<file path="src/rtl/pipe_if_id_fifo_pkg.sv">
// Shared pipeline constants and small helpers for the IF/ID instruction queue.
package pipe_if_id_fifo_pkg;

   // Pipeline-wide bus widths (instruction address bus, instruction bus).
   localparam int INST_ADDR_BUS = 32;
   localparam int INST_BUS      = 32;

   // Bubble instruction presented to decode when nothing is queued: addi x0,x0,0.
   localparam logic [31:0] NOP_INST_C = 32'h0000_0013;

   // Stall vector layout: width and the bit that freezes the ID stage.
   localparam int STALL_W_C = 6;
   localparam int STALL_ID  = 2;

   // Queue operation performed at a clock edge, encoded as {push, pop}.
   typedef enum logic [1:0] {
      OP_HOLD = 2'b00,
      OP_POP  = 2'b01,
      OP_PUSH = 2'b10,
      OP_BOTH = 2'b11
   } fifo_op_e;

   // Classify the handshake outcome of one cycle.
   function automatic fifo_op_e fifo_op(input logic push, input logic pop);
      return fifo_op_e'({push, pop});
   endfunction

endpackage

</file>
<file path="src/rtl/pipe_if_id_fifo_ctrl.sv">
// Pointer and occupancy control for the IF/ID instruction queue.
// Decides push/pop from the handshake inputs and tracks wr_ptr, rd_ptr, count.
module pipe_if_id_fifo_ctrl
   import pipe_if_id_fifo_pkg::*;
#(
   parameter  int DEPTH = 4,
   localparam int PTR_W = $clog2(DEPTH),
   localparam int CNT_W = $clog2(DEPTH + 1)
) (
   input  logic             clk,
   input  logic             rst,
   input  logic             push_req,   // fetch offers an entry
   input  logic             id_stall,   // ID stage frozen this cycle
   input  logic             flush,      // branch redirect
   output logic             push,       // entry is written this cycle
   output logic             pop,        // head entry is consumed this cycle
   output logic             full,
   output logic             empty,
   output logic [PTR_W-1:0] wr_ptr,
   output logic [PTR_W-1:0] rd_ptr,
   output logic [CNT_W-1:0] count
);

   logic [PTR_W-1:0] wr_ptr_q, wr_ptr_d;
   logic [PTR_W-1:0] rd_ptr_q, rd_ptr_d;
   logic [CNT_W-1:0] count_q,  count_d;

   // Status flags come straight from registered occupancy, so ready/valid
   // never depend combinationally on stall or br.
   assign full  = (count_q == CNT_W'(DEPTH));
   assign empty = (count_q == '0);

   // A redirect discards the concurrent fetch and blocks consumption.
   assign push = push_req & ~full  & ~flush;
   assign pop  = ~empty   & ~id_stall & ~flush;

   // Next-state for pointers and occupancy.
   always_comb begin
      // NOTE: every variable gets a default first, so no path can infer a latch.
      wr_ptr_d = wr_ptr_q;
      rd_ptr_d = rd_ptr_q;
      count_d  = count_q;
      if (flush) begin
         // Everything queued is wrong-path: drop it by catching rd up to wr.
         count_d  = '0;
         rd_ptr_d = wr_ptr_q;
      end else begin
         // Pointers wrap naturally because DEPTH is a power of two.
         if (push) wr_ptr_d = wr_ptr_q + PTR_W'(1);
         if (pop)  rd_ptr_d = rd_ptr_q + PTR_W'(1);
         case (fifo_op(push, pop))
            OP_PUSH: count_d = count_q + CNT_W'(1);
            OP_POP:  count_d = count_q - CNT_W'(1);
            default: count_d = count_q;
         endcase
      end
   end

   // State registers with asynchronous reset.
   always_ff @(posedge clk or posedge rst) begin
      if (rst) begin
         wr_ptr_q <= '0;
         rd_ptr_q <= '0;
         count_q  <= '0;
      end else begin
         // NOTE: sequential state uses non-blocking assignment so every flop
         // samples the pre-edge values regardless of statement order.
         wr_ptr_q <= wr_ptr_d;
         rd_ptr_q <= rd_ptr_d;
         count_q  <= count_d;
      end
   end

   assign wr_ptr = wr_ptr_q;
   assign rd_ptr = rd_ptr_q;
   assign count  = count_q;

   // Occupancy never exceeds capacity.
   a_count_bound : assert property (@(posedge clk) disable iff (rst)
      count_q <= CNT_W'(DEPTH));

   // Pointer distance always equals occupancy modulo DEPTH.
   a_ptr_count : assert property (@(posedge clk) disable iff (rst)
      (wr_ptr_q - rd_ptr_q) == count_q[PTR_W-1:0]);

endmodule

</file>
<file path="src/rtl/pipe_if_id_fifo.sv">
// IF/ID decoupling queue: DEPTH-entry {pc, inst} FIFO between fetch and decode.
// Fetch pushes on a valid/ready handshake, decode pops unless its stall bit is
// set, a branch redirect flushes the queue, and an empty queue shows a bubble.
module pipe_if_id_fifo
   import pipe_if_id_fifo_pkg::*;
#(
   parameter  int          ADDR_W       = INST_ADDR_BUS,
   parameter  int          INST_W       = INST_BUS,
   parameter  int          DEPTH        = 4,
   parameter  int          STALL_W      = STALL_W_C,
   parameter  int          ID_STALL_BIT = STALL_ID,
   parameter  logic [31:0] NOP_INST     = NOP_INST_C,
   localparam int          PTR_W        = $clog2(DEPTH),
   localparam int          CNT_W        = $clog2(DEPTH + 1)
) (
   input  logic               clk,
   input  logic               rst,
   input  logic               if_valid,
   input  logic [ADDR_W-1:0]  if_pc,
   input  logic [INST_W-1:0]  if_inst,
   output logic               if_ready,
   input  logic [STALL_W-1:0] stall,
   input  logic               br,
   output logic               id_valid,
   output logic [ADDR_W-1:0]  id_pc,
   output logic [INST_W-1:0]  id_inst,
   output logic [CNT_W-1:0]   count,
   output logic               err_ovf
);

   localparam int ENTRY_W = ADDR_W + INST_W;

   logic             push;
   logic             pop;
   logic             full;
   logic             empty;
   logic [PTR_W-1:0] wr_ptr;
   logic [PTR_W-1:0] rd_ptr;
   logic             err_ovf_q, err_ovf_d;
   logic [ENTRY_W-1:0] head;

   // Storage: one {pc, inst} pair per entry.
   logic [ENTRY_W-1:0] mem_q [DEPTH];

   // Only the ID stall bit matters here; the rest of the vector is ignored.
   logic stall_unused;
   assign stall_unused = ^stall;

   pipe_if_id_fifo_ctrl #(
      .DEPTH (DEPTH)
   ) u_fifo_ctrl (
      .clk      (clk),
      .rst      (rst),
      .push_req (if_valid),
      .id_stall (stall[ID_STALL_BIT]),
      .flush    (br),
      .push     (push),
      .pop      (pop),
      .full     (full),
      .empty    (empty),
      .wr_ptr   (wr_ptr),
      .rd_ptr   (rd_ptr),
      .count    (count)
   );

   // Write the accepted fetch entry at the write pointer.
   always_ff @(posedge clk) begin
      // NOTE: the data array has no reset; occupancy alone decides whether an
      // entry is meaningful, and unreset storage maps onto plain RAM cells.
      if (push) begin
         mem_q[wr_ptr] <= {if_pc, if_inst};
      end
   end

   // Sticky overflow: fetch offered an entry while the queue was full.
   always_comb begin
      err_ovf_d = err_ovf_q | (if_valid & full & ~br);
   end

   // Overflow flag register; cleared only by reset.
   always_ff @(posedge clk or posedge rst) begin
      if (rst) begin
         err_ovf_q <= 1'b0;
      end else begin
         err_ovf_q <= err_ovf_d;
      end
   end

   // Show-ahead read of the head entry, replaced by a bubble when empty.
   assign head     = mem_q[rd_ptr];
   assign id_valid = ~empty;
   assign id_pc    = empty ? '0 : head[ENTRY_W-1:INST_W];
   assign id_inst  = empty ? INST_W'(NOP_INST) : head[INST_W-1:0];
   assign if_ready = ~full;
   assign err_ovf  = err_ovf_q;

   // A pop can only consume something that is present.
   a_pop_valid : assert property (@(posedge clk) disable iff (rst)
      pop |-> id_valid);

   // A push never lands on a full queue.
   a_push_ready : assert property (@(posedge clk) disable iff (rst)
      push |-> if_ready);

endmodule

</file>
<file path="config.mk">
export PLATFORM = sky130hd
export DESIGN_NAME = pipe_if_id_fifo
export DESIGN_NICKNAME = d
export VERILOG_FILES = /design/src/rtl/pipe_if_id_fifo_pkg.sv /design/src/rtl/pipe_if_id_fifo_ctrl.sv /design/src/rtl/pipe_if_id_fifo.sv
export SDC_FILE = /design/constraint.sdc
export NUM_CORES = 1
export LEC_CHECK = 0
export BUFFER_PORTS_ARGS = -buffer_cell sky130_fd_sc_hd__buf_4
export CAP_MARGIN = 10
export CORE_MARGIN = 2
export CORE_UTILIZATION = 45
export DETAILED_ROUTE_END_ITERATION = 10
export GPL_ROUTABILITY_DRIVEN = 0
export PLACE_DENSITY = 0.72
export SLEW_MARGIN = 20
export SYNTH_ARGS = -nofsm -noshare
export SYNTH_HDL_FRONTEND = slang
export SYNTH_HIERARCHICAL = 1
export SYNTH_SLANG_ARGS = --single-unit
</file>
<file path="constraint.sdc">
create_clock -name clk -period 6.24 [get_ports clk]
set_clock_uncertainty 0.15 [all_clocks]
set_input_delay 0.312 -clock clk [delete_from_list [all_inputs] [get_ports clk]]
set_output_delay 0.312 -clock clk [all_outputs]
set_load 0.005 [all_outputs]
</file>
# --- Word-level counts from Yosys, hierarchy flattened ---
# Memory sizes are Yosys's and may differ from the RTL's.
# Cells that the tools add are included.
totals:
  elab_cells: 35
  register_bits: 8
  n_memories: 1
  ram_bits: 256
memory_table:
  columns: ["name", "depth", "word_bits", "read_ports", "rd_clocked_by_memory_dff", "wr", "line_no", "rtl"]
  rows:
  - ["mem_q", 4, 64, 1, 0, 1, "pipe_if_id_fifo.sv:43", "logic [ENTRY_W-1:0] mem_q [DEPTH];"]
op_classes:
  reduce_logical: 4
  muxes: 8
  addsub: 4
  n_bitwise: 11
  n_eq_ne: 3
ops:
  columns: ["cell", "count"]
  rows:
  - ["$mux W32", 2]
  - ["$and A1 B1 Y1", 6]
  - ["$pmux W3 S2", 1]
  - ["$add A2 B1 Y2 const B", 2]
  - ["$mux W2", 2]
  - ["$not A1 Y1", 4]
  - ["$add A3 B1 Y3 const B", 1]
  - ["$eq A3 B3 Y1 const B", 1]
  - ["$logic_not A3 Y1", 1]
  - ["$mux W3", 1]
  - ["$reduce_bool A3 Y1", 1]
  - ["$sub A3 B1 Y3 const B", 1]
  - ["$eq A2 B1 Y1 const B", 1]
  - ["$eq A2 B2 Y1 const B", 1]
  - ["$mux W1", 2]
  - ["$reduce_and A2 Y1", 1]
  - ["$reduce_bool A2 Y1", 1]
  - ["$or A1 B1 Y1", 1]

# --- Depth between registers and ports, before layout ---
depth:
  depth_word: 7
  ltp_mapped: 9
  depth_no_buf: 8

# --- Cells and area by module ---
# The synthesis kept the hierarchy.
modules_own_cells:
  columns: ["mod", "cells_each", "seq_area_each_um2", "n_inst", "area_each_um2"]
  rows:
  - ["pipe_if_id_fifo", 486, 7712.4, 1, 9660.5]
  - ["pipe_if_id_fifo_ctrl", 56, 175.2, 1, 514.2]

# --- Least setup slack after synthesis ---
# No wires, ideal clock.
synth_path:
  kind: "reg-to-reg"
  startpoint: "register u_fifo_ctrl.count_q[2] (netlist: u_fifo_ctrl/count[2])"
  endpoint: "memory mem_q[0][0] in the netlist's numbering (enable)"
  period_less_slack_ps: 6340
  t_required_ps: 5512
  path_stages_with_launch: 4
  n_path_buf: 0
  path_slack_ps: -100
  arrival_time_ps: 5612
  path_cell_list: "dfrtp_1 -> nor3b_4 -> nor3b_4 -> nor3b_1"
synth_via:
  elab_chain_cells: 6
synth_rtl:
  columns: ["element", "line_no", "rtl"]
  rows:
  - ["start, declared", "pipe_if_id_fifo_ctrl.sv:26", "logic [CNT_W-1:0] count_q, count_d;"]
  - ["start signal, assigned", "pipe_if_id_fifo_ctrl.sv:70", "count_q <= count_d;"]
  - ["$eq A3 B3 Y1", "pipe_if_id_fifo_ctrl.sv:30", "assign full = (count_q == CNT_W'(DEPTH));"]
  - ["named net full", "pipe_if_id_fifo.sv:35", "logic full;"]
  - ["$not A1 Y1", "pipe_if_id_fifo_ctrl.sv:34", "assign push = push_req & ~full & ~flush;"]
  - ["$and A1 B1 Y1 (2 in series)", "pipe_if_id_fifo_ctrl.sv:34", null]
  - ["named net push", "pipe_if_id_fifo.sv:33", "logic push;"]
  - ["$mux W1", "pipe_if_id_fifo.sv:70", "if (push) begin"]
  - ["$mux W1 (implied by the code)", "pipe_if_id_fifo.sv:71", "mem_q[wr_ptr] <= {if_pc, if_inst};"]
  - ["end, declared", "pipe_if_id_fifo.sv:43", null]
# The timed path passes the listed nets, and every way through them passes these cells.

# --- Final worst setup path ---
layout_path:
  startpoint: "register u_fifo_ctrl.count_q[0] (netlist: u_fifo_ctrl/count[0])"
  endpoint: "output port id_inst[17]"
layout_via:
  elab_chain_cells: 2
layout_rtl:
  columns: ["element", "line_no", "rtl"]
  rows:
  - ["$logic_not A3 Y1", "pipe_if_id_fifo_ctrl.sv:31", "assign empty = (count_q == '0);"]
  - ["named net empty", "pipe_if_id_fifo.sv:36", "logic empty;"]
  - ["$mux W32", "pipe_if_id_fifo.sv:93", "assign id_inst = empty ? INST_W'(NOP_INST) : head[INST_W-1:0];"]
  - ["end, declared", "pipe_if_id_fifo.sv:26", "output logic [INST_W-1:0] id_inst,"]
# The timed path passes the listed nets, and every way through them passes these cells.

==> results.md <==
* Status: finished clean
* Power Density at 391 nW/um^2
* Cell repeated most along the worst path: buf_4
* R2R cell count at 9
* Cell depth of the worst setup path at 5
* Clk Tree Root Cell: clkbuf_16
* Leakage at 0.00474 uW
* Global-route wire length before repair at 30800 um
* Drt wl/cell at 18.7 um
* Crit path max-delay cell type: nand2b_2
* Clock slew at reported path FFs at 60 ps
* DIE AREA at 23800 um^2
* Crit path buffers/inverters at 2
* Setup_tns at 0 ps
* Final-stage net count at 829
* Layout cells sized above 1 at 25.9%
* IO Pins at 144
* GRT Total Usage at 16.3%
* RR Startpoint: u_fifo_ctrl/count[0]
* DR vias/cell at 5.33
* Antenna violations before repair at 0
* Residual DRC at 0
* Syn_nets at 617
* Synthesized instance count at 542
* Vias at 5644
* Worst path required time at 5780 ps
* Fillers at 1702
* Register area share after synthesis at 77.5%
* Slew HR at 32.0%
* #FFs+latches synth at 264
* Clock latency on the worst-skew pair at 510 ps
* Critical path type: register to output port
* Cell Chain, Critical Path: nor3_2 > nand2b_2 > buf_4 > o22ai_1 > buf_4
* Crit-path max FO at 33
* Post-synth top flop: edfxtp_1
* Ys async rst share at 3.03%
* Die Wd at 154 um
* TritonRoute pass-1 iters at 4
* Port bufs at 138
* DP Cell Count at 941
* CTS Buf Count at 27
* Die Y at 154 um
* Row cnt at 55
* CTS tree: done
* Tmin final at 3660 ps
* Post-route ant nets at 0
* Synth warn at 6
* Setup ws final at 2580 ps
* Final hold vios at 0
* Initial Utilization at 45.4%
* CP Launch Type: register
* Dpl ws at 3060 ps
* Tcrit/Tclk final at 58.6%
* Vias in the first global route at 5842
* Data arrival time of the critical path at 3200 ps
* Max Clock Freq at 0.273 GHz
* Most common cell after layout, fill and taps aside: edfxtp_1
* Max-cap check violation count at 0
* Post-synthesis cell area at 10200 um^2
* CP delay by family, top: simple AND/OR/NAND/NOR gates
* Final setup violation count at 0
* Finished Layout Cells at 1058
* Tightest Pin Transition at 1020 ps
* Peak VDD IR at 0.274 mV
* Total Power Consumption at 5090 uW
* Global route overflow at 0
* Post-synth cell types at 38
* Drt first-iter violations at 301
* Core Region at 22400 um^2
* Final WL at 19800 um
* Commonest non-fill, non-tap cells in the layout: 256 x edfxtp_1, 146 x buf_4, 123 x mux2i_1, 68 x dlygate4sd3_1, 62 x o22ai_1
* Number of diodes at 0
* Largest stage delay, worst path at 740 ps
* P&R area growth vs syn at 27.8%
* Post-synth EDFFs at 256
* Endpoint type of the worst setup path: output port
* Largest net degree at the start of global routing at 65
* Worst min path class: input port to async pin
* CTS sink count at 264
* Max Buffers Root-to-Sink at 3
* Synthesized area per cell at 18.8 um^2
* Max-slew violations at 0
* RSZ-0062 raised after global routing: false
* Worst setup path startpoint: u_fifo_ctrl/count[0]
* Final HPWL DP at 10800 um
* H-tree depth at 1
## kinds of logic (layout without fill, tap and decap cells)
logic type,after synthesis,in the layout,share of synthesized area [%]
AO/OA/AOI/OAI,76,76,4.69
XOR/XNOR,5,5,0.430
adder cells (fa/ha/maj),1,1,0.197
buffers and inverters,38,269,2.40
flip-flops,264,264,77.5
multiplexers,126,126,12.8
AND/OR/NAND/NOR,32,32,2.00
## cell type report
| type | instances | area (um^2) | share of cell area (%) |
|---|---|---|---|
| clock inverters | 17 | 166 | 1.28 |
| repair buffers | 215 | 1800 | 13.9 |
| well taps | 285 | 357 | 2.74 |
| multi-input cells | 240 | 2070 | 15.9 |
| inverters | 6 | 22.5 | 0.173 |
| clock buffers | 31 | 691 | 5.31 |
| flip-flops and latches | 264 | 7890 | 60.7 |
## power breakdown
| group | internal, uW | switching (uW) | total, uW |
|---|---|---|---|
| clock | 915 | 630 | 1550 |
| sequential | 2150 | 119 | 2270 |
| combinational | 638 | 638 | 1280 |
## cell usage after synthesis (2+ instances only)
| cell type | count | area (um^2) |
|---|---|---|
| buf_2 | 12 | 60.1 |
| buf_6 | 11 | 124 |
| nor2b_1 | 2 | 12.5 |
| o22ai_1 | 62 | 388 |
| clkbuf_1 | 8 | 30.0 |
| nand2_1 | 7 | 26.3 |
| edfxtp_1 | 256 | 7690 |
| nor3_1 | 2 | 10.0 |
| inv_1 | 6 | 22.5 |
| xnor2_1 | 4 | 35.0 |
| nand3_1 | 2 | 10.0 |
| o21ai_1 | 2 | 10.0 |
| mux4_2 | 3 | 67.6 |
| dfrtp_1 | 8 | 200 |
| o21ai_0 | 2 | 10.0 |
| mux2i_1 | 123 | 1230 |
| nor2_1 | 5 | 18.8 |
| or2_1 | 4 | 25.0 |
| a21oi_1 | 3 | 15.0 |
| nor3b_4 | 2 | 37.5 |
## path summary, 6_finish.rpt
kind                                    endpoint  slack, ps
max                                  id_inst[17]       2580
min                                      err_ovf         50
max reg2reg                 u_fifo_ctrl/count[2]       2980
min reg2reg                              err_ovf        340
max in group asynchronous  u_fifo_ctrl/rd_ptr[0]       5530
min in group clk            u_fifo_ctrl/count[1]         60
## sequential cells by signal, indices dropped and copies added, names as in the netlist
| register | flops |
|---|---|
| mem_q | 256 |
| u_fifo_ctrl/count | 3 |
| u_fifo_ctrl/rd_ptr | 2 |
| u_fifo_ctrl/wr_ptr | 2 |
| err_ovf | 1 |
## metrics by stage
stage          cell area, um^2  hold slack [ps]  util [%]
6_report                 13000             48.5      58.0
5_1_grt                  13000             51.4      58.0
4_1_cts                  13000             25.7      57.8
3_5_place_dp             11400             22.5      51.0
3_3_place_gp             11400             16.3      51.0
2_1_floorplan            10200             -109         -
## timing repair
item                                   4_1_cts  5_1_grt
endpoints found under the hold margin      270        0
hold buffers                                68        0
gates resized for setup                      0        0
setup buffers                                0        0
## worst register-to-register path, delay by kind of cell, from the launching register on
family                     cells  cell delay [ps]
buffers and inverters          1              580
adders and majority gates      1              420
and+or+nand+nor                5             1200
DFF                            1              510
AOI/OAI and AO/OA              2              320
## metal layers
metal  GRT usage (%)  up-vias  wire length (um)
met3            3.11       38               911
li1                -     2602                 -
met4            4.72        0               449
met5               0        -                 0
met1            20.1     2851              8110
met2            29.5      153             10400
Note: power is estimated with default switching activity, not from simulation.
